[config.mk]
export PLATFORM = sky130hd
export DESIGN_NAME = packet_tx
export DESIGN_NICKNAME = d
export VERILOG_FILES = /design/src/rtl/packet_tx.sv
export SDC_FILE = /design/constraint.sdc
export NUM_CORES = 1
export LEC_CHECK = 0
export CAP_MARGIN = 20
export CELL_PAD_IN_SITES_DETAIL_PLACEMENT = 0
export CELL_PAD_IN_SITES_GLOBAL_PLACEMENT = 2
export CORE_UTILIZATION = 35
export DETAILED_ROUTE_END_ITERATION = 6
export PLACE_DENSITY = 0.93
export SYNTH_ARGS = -nofsm -noshare
export SYNTH_HDL_FRONTEND = slang
export SYNTH_SLANG_ARGS = --single-unit
export TNS_END_PERCENT = 1
[constraint.sdc]
create_clock -name clk -period 2.7 [get_ports clk]
set_input_delay 0.405 -clock clk [delete_from_list [all_inputs] [get_ports clk]]
set_output_delay 0.405 -clock clk [all_outputs]
set_load 0.005 [all_outputs]
[src/rtl/packet_tx.sv]
// Handshaked packetiser: one INPUT_WIDTH-bit word becomes a framed byte stream
// {1, par, pad, data} + 0x00 stop byte. Parity bit is enabled by PACKET_TX_PARITY_EN.
module packet_tx #(
  parameter int INPUT_WIDTH = 54
) (
  input  logic                   clk,
  input  logic                   rst,
  input  logic [INPUT_WIDTH-1:0] di,
  input  logic                   di_valid,
  output logic                   di_ready,
  output logic [7:0]             data_o,
  output logic                   data_valid,
  input  logic                   data_ready,
  output logic                   data_last
);

  localparam int DATA_BYTES  = (INPUT_WIDTH + 2 + 7) / 8;
  localparam int PAD         = 8 * DATA_BYTES - (INPUT_WIDTH + 2);
  localparam int FRAME_BYTES = DATA_BYTES + 1;
  localparam int CTR_WIDTH   = ($clog2(FRAME_BYTES) > 1) ? $clog2(FRAME_BYTES) : 1;
  localparam int DATA_W      = 8 * DATA_BYTES;
  localparam int SR_W        = 8 * FRAME_BYTES;

  // ctr value of the byte just before the stop byte
  localparam logic [CTR_WIDTH-1:0] PRELAST_CTR = CTR_WIDTH'(FRAME_BYTES - 2);

  typedef enum logic {
    IDLE,
    SEND
  } state_t;

  state_t                state;
  logic [SR_W-1:0]       sr;
  logic [CTR_WIDTH-1:0]  ctr;
  logic                  par;
  logic [DATA_W-1:0]     frame;

`ifdef PACKET_TX_PARITY_EN
  assign par = ^di;
`else
  assign par = 1'b0;
`endif

  generate
    if (PAD > 0) begin : g_pad
      assign frame = {1'b1, par, {PAD{1'b0}}, di};
    end else begin : g_nopad
      assign frame = {1'b1, par, di};
    end
  endgenerate

  assign data_o   = sr[SR_W-1 -: 8];
  assign di_ready = ~rst & ((state == IDLE) | (data_last & data_ready));

  always_ff @(posedge clk or posedge rst) begin
    if (rst) begin
      state      <= IDLE;
      sr         <= '0;
      ctr        <= '0;
      data_valid <= 1'b0;
      data_last  <= 1'b0;
    end else begin
      case (state)
        IDLE: begin
          if (di_valid) begin
            state      <= SEND;
            sr         <= {frame, 8'h00};
            ctr        <= '0;
            data_valid <= 1'b1;
            data_last  <= 1'b0;
          end
        end
        SEND: begin
          if (data_ready) begin
            if (data_last) begin
              // stop byte accepted: chain the next word straight in if offered
              if (di_valid) begin
                sr         <= {frame, 8'h00};
                ctr        <= '0;
                data_valid <= 1'b1;
                data_last  <= 1'b0;
              end else begin
                state      <= IDLE;
                sr         <= '0;
                ctr        <= '0;
                data_valid <= 1'b0;
                data_last  <= 1'b0;
              end
            end else begin
              sr        <= sr << 8;
              ctr       <= ctr + 1'b1;
              data_last <= (ctr == PRELAST_CTR);
            end
          end
        end
        default: begin
          state      <= IDLE;
          sr         <= '0;
          ctr        <= '0;
          data_valid <= 1'b0;
          data_last  <= 1'b0;
        end
      endcase
    end
  end

endmodule

==> results.json <==
{
  "result_of_the_run": "complete, no violations",
  "core-area_um2": 7767,
  "slew_headroom_pct": 55.19,
  "grt_pass1_wl_mm": 10.12,
  "syn-cell-area_um2": 2813,
  "die_area_um2": 8399,
  "floorplan_die_height_um": 91.65,
  "boundaryPins": 69,
  "globalplace.congestion": 0.7144,
  "diodes": 0,
  "cap_violations": 0,
  "final_net_count": 340,
  "worstSetupStartpointType": "input port",
  "period_minus_slack_ns": 2.262,
  "worst_hold_path_type": "input port to async pin",
  "buffer_ports.inserted": 68,
  "clock_root_buffer_master": "sky130_fd_sc_hd__clkbuf_8",
  "post_cts_resized": 0,
  "final.setup_skew_ns": 0.008057,
  "worstSkewPairLatency_ns": 0.34,
  "power_leakage_nw": 1.635,
  "grt_pass1_vias": 1999,
  "syn_area_per_cell_um2": 12.67,
  "final_common_cell": "sky130_fd_sc_hd__clkdlybuf4s50_1",
  "fin_hold_ws_ns": 0.4327,
  "cp_data_arrival_time_ns": 1.86,
  "yosysUniqueCellTypes": 28,
  "cts_max_path_buffers": 2,
  "totalNegativeSetupSlack_ns": 0,
  "htreeDepth": 3,
  "post-route-util_pct": 47.15,
  "yosys_register_bits": 62,
  "initial_core_util_pct": 36.21,
  "ys_top_cells_by_area": "sky130_fd_sc_hd__dfrtp_1, sky130_fd_sc_hd__a221o_1, sky130_fd_sc_hd__and2_1, sky130_fd_sc_hd__buf_6, sky130_fd_sc_hd__a22o_1",
  "fin_cells": 387,
  "timing_max_transition_violations_final": 0,
  "grt-ovfl-total": 0,
  "synth.yosys.seq_area_share_pct": 55.16,
  "crit-reg2reg-launch": "state",
  "endpoint_kind": "output pin",
  "cts_tree": "done",
  "hold_viol": 0,
  "cp_data_required_time_ns": 2.30,
  "final_layout_size_suffix_gt1_share_pct": 9.825,
  "finalSetupViolations": 0,
  "path_class": "input port to output pin",
  "synth_nets": 282,
  "rsz0062_at_grt": "no",
  "finalWirelength_mm": 6.083,
  "post-synth-top-area-fraction_pct": 55.16,
  "worst_pin_slew_ns": 0.6582,
  "detail_route.first_pass.iterations": 4,
  "count_of_yosys_warnings_during_synthesis": 0,
  "n_fill_cell": 726,
  "grt_use_total_pct": 15.61,
  "detail_route.drc_violations": 0,
  "layout.cells.most_common_list": "sky130_fd_sc_hd__clkdlybuf4s50_1, sky130_fd_sc_hd__dfrtp_1, sky130_fd_sc_hd__and2_1, sky130_fd_sc_hd__a221o_1",
  "via_count": 1994,
  "fmaxAchievable_ghz": 0.4421,
  "cts.reportedPaths.clkPinSlew_ns": 0.07,
  "placedCellCount": 371,
  "synthesis.instances": 222,
  "worst-path-max-fanout": 8,
  "die_width_um": 91.65,
  "core.rowCount": 32,
  "cts.sinks": 62,
  "numCtsBuffers": 9,
  "drtAntennaViolNets": 0,
  "grt_start_max_net_pins": 55,
  "synth.largest_area_cell": "sky130_fd_sc_hd__dfrtp_1",
  "drt_iter0_markers": 136,
  "cp-startpoint": "data_ready",
  "grt_antenna_before_repair": 0,
  "ir_drop_mv": 0.3433,
  "number_of_buffers_inserted_by_post_cts_setup_repair": 0,
  "hold_buffer_count_at_cts": 0,
  "timing.final.crit_share_pct": 83.78,
  "place.detailed.hpwl_mm": 3.911,
  "routedWlPerCell_um": 15.72,
  "dr_vias_cell": 5.152,
  "synthToLayoutAreaGrowth_pct": 30.20,
  "p_per_cell_area_nw_per_um2": 874.5
}
## where the power goes
part,switching [W],total [W],internal (W)
Clock,0.000392,0.000734,0.000343
Combinational,0.000391,0.000990,0.000600
Sequential,0.000198,0.00148,0.00128
## worst max-delay path, stage by stage
cell                              delay [ns]
sky130_fd_sc_hd__clkdlybuf4s50_1        0.71
sky130_fd_sc_hd__a21boi_4               0.13
sky130_fd_sc_hd__nor2_1                 0.10
sky130_fd_sc_hd__clkdlybuf4s50_1        0.50
## metal layers
layer  share of wire (%)  global-route usage (%)  vias up
met3                 6.2                   4.643        7
met5                   0                       0        -
met2                  44                   22.43       67
li1                    -                       -      944
met4                 1.2                   5.159        0
met1                  48                   22.41      976
## cell usage after synthesis (all sizes together)
library cell  count
or2               1
and2             47
o31ai             1
dfrtp            62
inv               2
nor2              3
a21oi             2
buf              20
mux2              1
a22o              9
nand2b            2
mux2i             3
a21boi            1
nand3             1
nor2b             5
o22ai             1
nand2             3
o21ai             3
clkbuf            6
nor3              1
ha                2
a221o            46
## sequential cells by signal, indices dropped and copies added (netlist names)
| signal | cells |
|---|---|
| sr | 56 |
| ctr | 3 |
| data_last | 1 |
| data_valid | 1 |
| state | 1 |
## cell type report
cell class                      count  area (um2)  share of cell area [%]
Clock buffer                        9       123.9                   3.382
Clock inverter                      7       58.81                   1.606
Inverter                            2       7.507                  0.2050
Sequential cell                    62        1551                   42.36
Tap cell                          102       127.6                   3.485
Timing Repair Buffer               73       730.7                   19.95
Multi-Input combinational cell    132        1062                   29.01
## worst paths after layout
kind	to	slack (ns)	cells after the start
worst max-delay path	di_ready	0.44	4
worst min-delay path	state	0.43	2
worst max register to register	sr[20]	0.82	4
worst min register to register	sr[28]	0.49	1
max in group asynchronous	sr[61]	1.61	3
min in group clk	sr[28]	0.49	1
## stage by stage
| stage | worst slack (ns) | area (um2) | power, W |
|---|---|---|---|
| 3_5_place_dp | 0.3663 | 3480 | 0.002488 |
| 4_1_cts | 0.4329 | 3662 | 0.003242 |
| 5_1_grt | 0.3448 | 3662 | 0.003408 |
| 3_3_place_gp | 0.4373 | 3480 | 0.002453 |
| 2_1_floorplan | 0.7536 | 2813 | 0.002222 |
| 6_report | 0.4378 | 3662 | 0.003203 |
## cell families (layout without fill, tap and decap cells)
logic type / count (synthesis) / count (layout) / share of synthesized area [%]
AO/OA/AOI/OAI: 63 / 63 / 21.22
adder cells (fa/ha/maj): 2 / 2 / 0.8895
multiplexers: 4 / 4 / 1.601
AND/OR/NAND/NOR: 63 / 63 / 13.57
flip-flops: 62 / 62 / 55.16
buffers and inverters: 28 / 91 / 7.562
Power figures use the tool's default switching activity.
